**src/rtl/tile_scheduler_if.sv**
```systemverilog
// Handshake bundle between the tile scheduler and its downstream pair:
// the systolic array (compute_start / compute_done / sta_idle) and the
// output coordinator (oc_done / oc_idle), plus the block geometry both
// of them consume combinationally.
//
// Handshake semantics: compute_start is a level held for exactly the
// ISSUE state (longer only while stalled); the array answers with
// compute_done, which counts only when sta_idle is also high. oc_done is
// held from DRAIN entry until the coordinator drops oc_idle, and the
// writeback is complete when oc_idle returns high. pos_row, pos_col and
// pe_mask stay constant from ISSUE until the cycle that leaves WB.
interface tile_scheduler_if #(
  parameter int ROWS   = 4,
  parameter int COLS   = 4,
  parameter int N_BITS = 10
);
  logic                   compute_start;
  logic                   compute_done;
  logic                   sta_idle;
  logic                   oc_done;
  logic                   oc_idle;
  logic [N_BITS-1:0]      pos_row;
  logic [N_BITS-1:0]      pos_col;
  logic [ROWS*COLS-1:0]   pe_mask;

  // Scheduler side.
  modport master (
    output compute_start, oc_done, pos_row, pos_col, pe_mask,
    input  compute_done, sta_idle, oc_idle
  );

  // Systolic array / output coordinator side.
  modport slave (
    input  compute_start, oc_done, pos_row, pos_col, pe_mask,
    output compute_done, sta_idle, oc_idle
  );
endinterface

```
**src/rtl/tile_scheduler.sv**
```systemverilog
// Walks a mat_rows x mat_cols output matrix block by block (row-major),
// issuing one compute per block to the systolic array and one writeback
// to the output coordinator, then pulses layer_done. Partial edge blocks
// get a per-PE active mask. All control outputs are Moore decodes of the
// state register.
module tile_scheduler #(
  parameter int ROWS   = 4,
  parameter int COLS   = 4,
  parameter int MAX_N  = 512,
  parameter int N_BITS = $clog2(MAX_N + 1)
) (
  input  logic              clk,
  input  logic              reset_n,
  input  logic              stall,
  input  logic              start,
  input  logic [N_BITS-1:0] mat_rows,
  input  logic [N_BITS-1:0] mat_cols,
  output logic              busy,
  output logic              layer_done,
  output logic [2:0]        dbg_state,
  tile_scheduler_if.master  sif
);

  typedef enum logic [2:0] {
    S_IDLE    = 3'd0,
    S_ISSUE   = 3'd1,
    S_COMPUTE = 3'd2,
    S_DRAIN   = 3'd3,
    S_WB      = 3'd4,
    S_FINISH  = 3'd5
  } state_t;

  // One extra bit so pos + step never wraps near MAX_N.
  localparam int EXT_W = N_BITS + 1;
  localparam logic [EXT_W-1:0] ROWS_EXT = EXT_W'(ROWS);
  localparam logic [EXT_W-1:0] COLS_EXT = EXT_W'(COLS);

  state_t            state_q, state_d;
  logic [N_BITS-1:0] rows_q, rows_d;
  logic [N_BITS-1:0] cols_q, cols_d;
  logic [N_BITS-1:0] pos_row_q, pos_row_d;
  logic [N_BITS-1:0] pos_col_q, pos_col_d;

  logic [EXT_W-1:0]  next_col_ext;
  logic [EXT_W-1:0]  next_row_ext;
  logic [ROWS*COLS-1:0] pe_mask_c;

  assign next_col_ext = {1'b0, pos_col_q} + COLS_EXT;
  assign next_row_ext = {1'b0, pos_row_q} + ROWS_EXT;

  // State and block-position registers; stall is folded into the _d terms.
  always_ff @(posedge clk or negedge reset_n) begin
    if (!reset_n) begin
      state_q   <= S_IDLE;
      rows_q    <= '0;
      cols_q    <= '0;
      pos_row_q <= '0;
      pos_col_q <= '0;
    end else begin
      state_q   <= state_d;
      rows_q    <= rows_d;
      cols_q    <= cols_d;
      pos_row_q <= pos_row_d;
      pos_col_q <= pos_col_d;
    end
  end

  // Next-state and traversal: everything holds unless explicitly advanced.
  always_comb begin
    state_d   = state_q;
    rows_d    = rows_q;
    cols_d    = cols_q;
    pos_row_d = pos_row_q;
    pos_col_d = pos_col_q;
    if (!stall) begin
      case (state_q)
        S_IDLE: begin
          if (start) begin
            rows_d    = mat_rows;
            cols_d    = mat_cols;
            pos_row_d = '0;
            pos_col_d = '0;
            if (mat_rows == '0 || mat_cols == '0) state_d = S_FINISH;
            else                                  state_d = S_ISSUE;
          end
        end
        S_ISSUE: state_d = S_COMPUTE;
        S_COMPUTE: begin
          if (sif.compute_done && sif.sta_idle) state_d = S_DRAIN;
        end
        S_DRAIN: begin
          // Coordinator has taken the block once it leaves idle.
          if (!sif.oc_idle) state_d = S_WB;
        end
        S_WB: begin
          if (sif.oc_idle) begin
            if (next_col_ext < {1'b0, cols_q}) begin
              pos_col_d = next_col_ext[N_BITS-1:0];
              state_d   = S_ISSUE;
            end else if (next_row_ext < {1'b0, rows_q}) begin
              pos_col_d = '0;
              pos_row_d = next_row_ext[N_BITS-1:0];
              state_d   = S_ISSUE;
            end else begin
              state_d = S_FINISH;
            end
          end
        end
        S_FINISH: state_d = S_IDLE;
        default:  state_d = S_IDLE;
      endcase
    end
  end

  // Per-PE active mask for the current block; all-zero while idle.
  always_comb begin
    pe_mask_c = '0;
    for (int i = 0; i < ROWS; i++) begin
      for (int j = 0; j < COLS; j++) begin
        pe_mask_c[i*COLS+j] = busy &&
          (({1'b0, pos_row_q} + EXT_W'(i)) < {1'b0, rows_q}) &&
          (({1'b0, pos_col_q} + EXT_W'(j)) < {1'b0, cols_q});
      end
    end
  end

  assign busy              = (state_q != S_IDLE);
  assign layer_done        = (state_q == S_FINISH);
  assign sif.compute_start = (state_q == S_ISSUE);
  assign sif.oc_done       = (state_q == S_DRAIN);
  assign sif.pos_row       = pos_row_q;
  assign sif.pos_col       = pos_col_q;
  assign sif.pe_mask       = pe_mask_c;
  assign dbg_state         = state_q;

endmodule
```
**src/flat_wrapper.sv**
```systemverilog
// flat-port wrapper written by rule: the top's interface ports become plain ports
module tile_scheduler_flat 
#(
  parameter int ROWS   = 4,
  parameter int COLS   = 4,
  parameter int MAX_N  = 512,
  parameter int N_BITS = $clog2(MAX_N + 1)
)
  (clk, reset_n, stall, start, mat_rows, mat_cols, busy, layer_done, dbg_state, sif_compute_start, sif_oc_done, sif_pos_row, sif_pos_col, sif_pe_mask, sif_compute_done, sif_sta_idle, sif_oc_idle);
  tile_scheduler_if #(.ROWS(ROWS), .COLS(COLS), .N_BITS(N_BITS)) sif_i ();
  input  logic clk;
  input  logic reset_n;
  input  logic stall;
  input  logic start;
  input  logic [N_BITS-1:0] mat_rows;
  input  logic [N_BITS-1:0] mat_cols;
  output logic busy;
  output logic layer_done;
  output logic [2:0] dbg_state;
  output wire logic [$bits(sif_i.compute_start)-1:0] sif_compute_start;
  output wire logic [$bits(sif_i.oc_done)-1:0] sif_oc_done;
  output wire logic [$bits(sif_i.pos_row)-1:0] sif_pos_row;
  output wire logic [$bits(sif_i.pos_col)-1:0] sif_pos_col;
  output wire logic [$bits(sif_i.pe_mask)-1:0] sif_pe_mask;
  input wire logic [$bits(sif_i.compute_done)-1:0] sif_compute_done;
  input wire logic [$bits(sif_i.sta_idle)-1:0] sif_sta_idle;
  input wire logic [$bits(sif_i.oc_idle)-1:0] sif_oc_idle;
  assign sif_compute_start = sif_i.compute_start;
  assign sif_oc_done = sif_i.oc_done;
  assign sif_pos_row = sif_i.pos_row;
  assign sif_pos_col = sif_i.pos_col;
  assign sif_pe_mask = sif_i.pe_mask;
  assign sif_i.compute_done = sif_compute_done;
  assign sif_i.sta_idle = sif_sta_idle;
  assign sif_i.oc_idle = sif_oc_idle;
  tile_scheduler #(.ROWS(ROWS), .COLS(COLS), .MAX_N(MAX_N), .N_BITS(N_BITS)) u_core (.clk(clk), .reset_n(reset_n), .stall(stall), .start(start), .mat_rows(mat_rows), .mat_cols(mat_cols), .busy(busy), .layer_done(layer_done), .dbg_state(dbg_state), .sif(sif_i));
endmodule
```
**config.mk**
```make
export PLATFORM = sky130hd
export DESIGN_NAME = tile_scheduler_flat
export DESIGN_NICKNAME = d
export VERILOG_FILES = /design/src/rtl/tile_scheduler_if.sv /design/src/rtl/tile_scheduler.sv /design/src/flat_wrapper.sv
export SDC_FILE = /design/constraint.sdc
export NUM_CORES = 1
export LEC_CHECK = 0
export CAP_MARGIN = 20
export CORE_MARGIN = 2
export CORE_UTILIZATION = 48
export DETAILED_ROUTE_END_ITERATION = 6
export PLACE_DENSITY = 0.78
export SYNTH_ARGS = -nofsm -noshare
export SYNTH_HDL_FRONTEND = slang
export SYNTH_SLANG_ARGS = --single-unit
```
**constraint.sdc**
```tcl
create_clock -name clk -period 3 [get_ports clk]
set_input_delay 0.45 -clock clk [delete_from_list [all_inputs] [get_ports clk]]
set_output_delay 0.45 -clock clk [all_outputs]
set_load 0.05 [all_outputs]
```
After elaboration in Yosys (flattened, before gate mapping)
Cells that the tools add are included.
Storage, ports and cells
  bits in registers: 43
  latch bits: 0
  memory bits (writable): 0
  bits in read-only memories: 0
  bits of input ports: 27
  memories: 0
Cells by class
  add/sub/neg operators: 8
  $mul: 0
  divide/modulo/power cells: 0
  order comparisons: 10
  equality and inequality tests: 12
  shift operators: 0
  multiplexer cells: 17
  bitwise logic cells: 1
  reductions and logical operators: 31
Operator list (count)
  11-bit by 10-bit < comparator with 1-bit output: 8
  10-bit two-way mux: 7
  10-bit by 2-bit adder with 11-bit output (second input constant): 4
  10-bit one-hot mux with 2 select lines: 2
  10-bit by 1-bit adder with 11-bit output (second input constant): 2
  10-bit by 3-bit adder with 11-bit output (second input constant): 2
  1-bit logical AND: 21
  3-bit two-way mux: 7
  10-bit zero test: 2
  10-bit < comparator: 2
  3-bit one-hot mux with 5 select lines: 1
  5-bit AND reduction: 2
  2-bit != test (second input constant): 4
  3-bit by 2-bit equality test with 1-bit output (second input constant): 2
  3-bit equality test (second input constant): 2
  6-bit AND reduction: 1
  2-bit by 1-bit != test with 1-bit output (second input constant): 2
  3-bit by 1-bit equality test with 1-bit output (second input constant): 1
  3-bit zero test: 1
  3-bit by 1-bit != test with 1-bit output (second input constant): 1
  3-bit AND reduction: 1
  3-bit nonzero test: 1
  2-bit nonzero test: 1
  1-bit logical OR: 1
  1-bit NOT: 1

Longest topological paths before layout
  depth in word-level cells: 6
  gate-level depth with buffers: 11
  depth with buffers taken out: 11

Least setup slack after synthesis
No wires, ideal clock.
  path kind: register -> output
  from: register u_core.pos_row_q[4], in the netlist u_core.sif.pos_row[4]
  to: output sif_pe_mask[8]
  data arrival time: 3.270 ns
  path slack: -0.720 ns
  stages on the path, launching flop included: 9
  path through: dfrtp_1 clkbuf_8 clkbuf_1 ha_1 nand2_1 or4bb_1 a311oi_1 o21ai_0 nor3_1
Between the ends
  word-level cells in the longest chain between the ends: 4
Ends and longest elaborated chain
  start: declaration: RTL line tile_scheduler.sv:41  | logic [N_BITS-1:0] pos_row_q, pos_row_d;
  start signal: assignment: RTL line tile_scheduler.sv:63  | pos_row_q <= pos_row_d;
  10-bit by 2-bit adder with 11-bit output: RTL line tile_scheduler.sv:121  | (({1'b0, pos_row_q} + EXT_W'(i)) < {1'b0, rows_q}) &&
  11-bit by 10-bit < comparator with 1-bit output: RTL line tile_scheduler.sv:121
  1-bit logical AND: RTL line tile_scheduler.sv:120  | pe_mask_c[i*COLS+j] = busy &&
  1-bit logical AND: RTL line tile_scheduler.sv:121
  end: declaration: RTL line flat_wrapper.sv:24  | output wire logic [$bits(sif_i.pe_mask)-1:0] sif_pe_mask;
Every way passes these cells.

Worst setup path after layout
  from: register u_core.pos_row_q[2], in the netlist u_core.sif.pos_row[2]
  to: output sif_pe_mask[8]
The elaborated chain is that of the path after synthesis.

==> impl_metrics.py <==
metrics = {
    "routing": {
        "drc_errors": 0,
        "wl_per_cell_um": 16.7,
        "drt_iter0_markers": 272,
        "dr.pass1.iters": 4,
        "vias": 3255,
        "post_drt_via_cell_ratio": 5.73,
        "totalWireLength_um": 9500,
        "antenna_left": 0,
    },
    "die": {
        "coreArea_mm2": 0.00729,
        "die_y_um": 91.2,
        "rows": 31,
        "fp.dieW_um": 91.2,
        "ioPinCount": 70,
        "floorplan.initialDensity_pct": 50.1,
        "die_area_mm2": 0.00832,
    },
    "power": {
        "total_leakage_power_nw": 2.37,
        "peakVddDrop_mv": 0.568,
        "power_density_mw_per_mm2": 1050,
    },
    "global_routing": {
        "first_global_vias": 3182,
        "grt_antenna_before_repair": 0,
        "grt_max_degree": 40,
        "grt-ovfl-total": 0,
        "grt_usage_pct": 21.9,
        "grt_pass1_wl_um": 15100,
    },
    "clocking": {
        "clk_path_buf_depth": 2,
        "cts-hold-fix-buffers": 0,
        "cts_buffers": 5,
        "cts_root_buffer": "clkbuf_8",
        "path_clk_slew_ns": 0.08,
        "cts_sinks": 39,
        "cts_htree_levels": 2,
        "cts_tree": "built",
        "clk_latency_ns": 0.29,
    },
    "setup_path": {
        "critical_path_buf_inv_count": 3,
        "critPathArrivalTime_ns": 2.65,
        "cp_data_required_time_ns": 2.55,
        "critPathLaunchType": "register",
        "crit_fanout": 4,
        "worstSetupPathType": "reg -> out",
        "cp_slowest_cell": "or4bb_1",
        "cpPeakStageDelay_ns": 0.52,
        "crit_family": "simple AND/OR/NAND/NOR gates",
        "crit_chain": "buf_6, ha_4, o21bai_4, or4bb_1, a311oi_2, o21ai_1, buf_4, nor3_4, buf_12",
        "critPathCaptureType": "primary output",
    },
    "place": {
        "gp_congestion": 0.869,
        "portBuffers": 65,
        "post-place-cells": 548,
        "place_hpwl_um": 7160,
    },
    "worst_hold_path": {
        "worstHoldPathType": "in -> async",
    },
    "finish": {
        "antenna-diode-count": 0,
        "drive_gt1_share_pct": 26.0,
        "fin_nets": 557,
        "syn_to_final_growth_pct": 33.2,
        "layout.cells.non_filler": 568,
        "fill_cells": 558,
        "final_util_pct": 66.7,
    },
    "synth": {
        "synth_cells": 399,
        "synth_enable_flop_cells": 0,
        "synth_async_sr_flop_share_pct": 100,
        "synth_seq_cells": 39,
        "synth_area_mm2": 0.00365,
        "ys.flop_type": "dfrtp_1",
        "yosys_warnings": 0,
        "yosysSeqAreaShare_pct": 26.7,
        "syn_area_per_cell_um2": 9.15,
        "ys_types": 61,
    },
    "sta": {
        "drv_slew": 0,
        "slew_headroom_pct": 39.7,
        "final.setup.tns_ns": -0.110,
        "setup_violations": 2,
        "fmax_ghz": 0.323,
        "tightest_slew_ns": 0.904,
        "hold_violations": 0,
        "fin_crit_ns": 3.10,
        "period_share_pct": 103,
        "whs_ns": 0.280,
        "worst_slack_ns": -0.0983,
        "fin_worst_skew_ns": 0.00724,
        "rsz0062_at_grt": "true",
    },
    "flow_run": {
        "drv_cap": 0,
    },
    "outcome": {
        "status": "finished with violations",
        "violations": "setup timing",
    },
}
==> metrics by stage <==
step / power [W] / cell area, µm² / worst slack (ns)
after floorplan: 0.00321 / 3720 / -0.144
after global placement: 0.00447 / 4560 / 0.0870
after detailed placement: 0.00458 / 4560 / 0.0345
after CTS: 0.00495 / 4670 / -0.0265
after global routing: 0.00542 / 4860 / -0.146
final: 0.00510 / 4860 / -0.0983
==> layout by cell type, fill, tap and decap left out, types with 3 or more instances in the layout <==
| cell | n |
|---|---|
| xor2_1 | 3 |
| o21ai_2 | 3 |
| dfrtp_1 | 32 |
| clkdlybuf4s50_1 | 48 |
| a211o_1 | 3 |
| a21oi_1 | 15 |
| or4_1 | 6 |
| xnor2_1 | 7 |
| o21a_1 | 3 |
| inv_1 | 27 |
| dfrtp_2 | 7 |
| conb_1 | 4 |
| nor3_1 | 9 |
| o21ai_1 | 3 |
| nor3_2 | 3 |
| a22o_1 | 7 |
| and3_1 | 5 |
| or3_1 | 4 |
| a31oi_1 | 5 |
| nor2_4 | 3 |
| o21ai_0 | 10 |
| nand2_1 | 15 |
| nor4_1 | 3 |
| mux2_2 | 20 |
| a21o_1 | 13 |
| buf_4 | 29 |
| nand2b_1 | 3 |
| o211ai_1 | 7 |
| nand3_1 | 15 |
| nor2_1 | 10 |
| buf_12 | 14 |
| ha_1 | 58 |
| nor2_2 | 11 |
| ha_4 | 3 |
| a211oi_1 | 3 |
| clkbuf_8 | 5 |
==> synthesized netlist by cell type (7+ instances only) <==
library cell / instances / share of area, %
nor3_1: 13 / 1.8
nand2_1: 16 / 1.6
nand3_1: 16 / 2.2
o21ai_0: 15 / 2.1
o211ai_1: 7 / 1.4
xnor2_1: 8 / 1.9
a22o_1: 7 / 1.7
inv_1: 28 / 2.9
a21o_1: 13 / 2.7
mux2_2: 20 / 6.2
dfrtp_1: 39 / 27
nor2_1: 24 / 2.5
clkbuf_1: 23 / 2.4
a21oi_1: 16 / 2.2
ha_1: 62 / 21
==> registers in the layout, summed over array words and instances (netlist names) <==
| signal | flops |
|---|---|
| u_core.sif.pos_row | 8 |
| u_core.sif.pos_col | 8 |
| u_core.rows_q | 10 |
| u_core.dbg_state | 3 |
| u_core.cols_q | 10 |
==> worst reg2reg max path: cells and delay by family (launching register included) <==
family          cells  cell delay [ns]
flops               1             0.40
simple gates        2             0.34
compound gates      5             1.05
buf+inv             2             0.25
fa+ha+maj           2             0.44
xor+xnor            1             0.17
mux                 1             0.25
==> area by class of cell <==
class / instances / area (µm²) / share of cell area [%]
multi-input cells: 300 / 2560 / 52.7
repair buffers: 94 / 1010 / 20.7
flip-flops and latches: 39 / 985 / 20.2
well taps: 99 / 124 / 2.55
inverters: 28 / 105 / 2.16
clock buffers: 7 / 76.3 / 1.57
clock inverters: 1 / 5.00 / 0.103
==> cell families after synthesis <==
| family | count (synthesis) | synth area share (%) |
|---|---|---|
| compound gates | 94 | 18.7 |
| xor+xnor | 11 | 2.64 |
| fa+ha+maj | 62 | 21.2 |
| buf+inv | 63 | 8.12 |
| flops | 39 | 26.7 |
| mux | 23 | 7.13 |
| other cells | 1 | 0.103 |
| simple gates | 106 | 15.4 |
==> where the power goes <==
group          leakage [nW]  internal, W  switching (W)
clock                0.0422     0.000163       0.000183
sequential            0.486     0.000717       0.000218
combinational          1.84      0.00164        0.00219
total                  2.37      0.00252        0.00259
==> layer usage <==
metal	global-route usage, %	wire (µm)	share of wire (%)
met1	30.0	4440	47
met2	36.9	4570	48
met3	1.91	319	3.4
met4	6.44	159	1.7
met5	0	0	0
==> worst paths after layout <==
kind	startpoint	to	slack, ns	cells past startpoint
max in group asynchronous	reset_n	u_core.sif.pos_row[6]	2.09	1
hold / removal	reset_n	u_core.cols_q[1]	0.28	1
min in group clk	u_core.cols_q[7]	u_core.cols_q[7]	0.51	1
setup / recovery	u_core.sif.pos_row[2]	sif_pe_mask[8]	-0.1	9
setup reg to reg	u_core.sif.pos_row[2]	u_core.sif.pos_row[2]	-0.01	13
hold reg to reg	u_core.cols_q[7]	u_core.cols_q[7]	0.51	1
==> what timing repair did <==
action	4_1_cts	5_1_grt
resized for setup	5	34
pin swaps	2	18
buffers inserted	2	10
setup endpoints to repair	10	27
No activity file was read; power rests on OpenSTA's default activity.
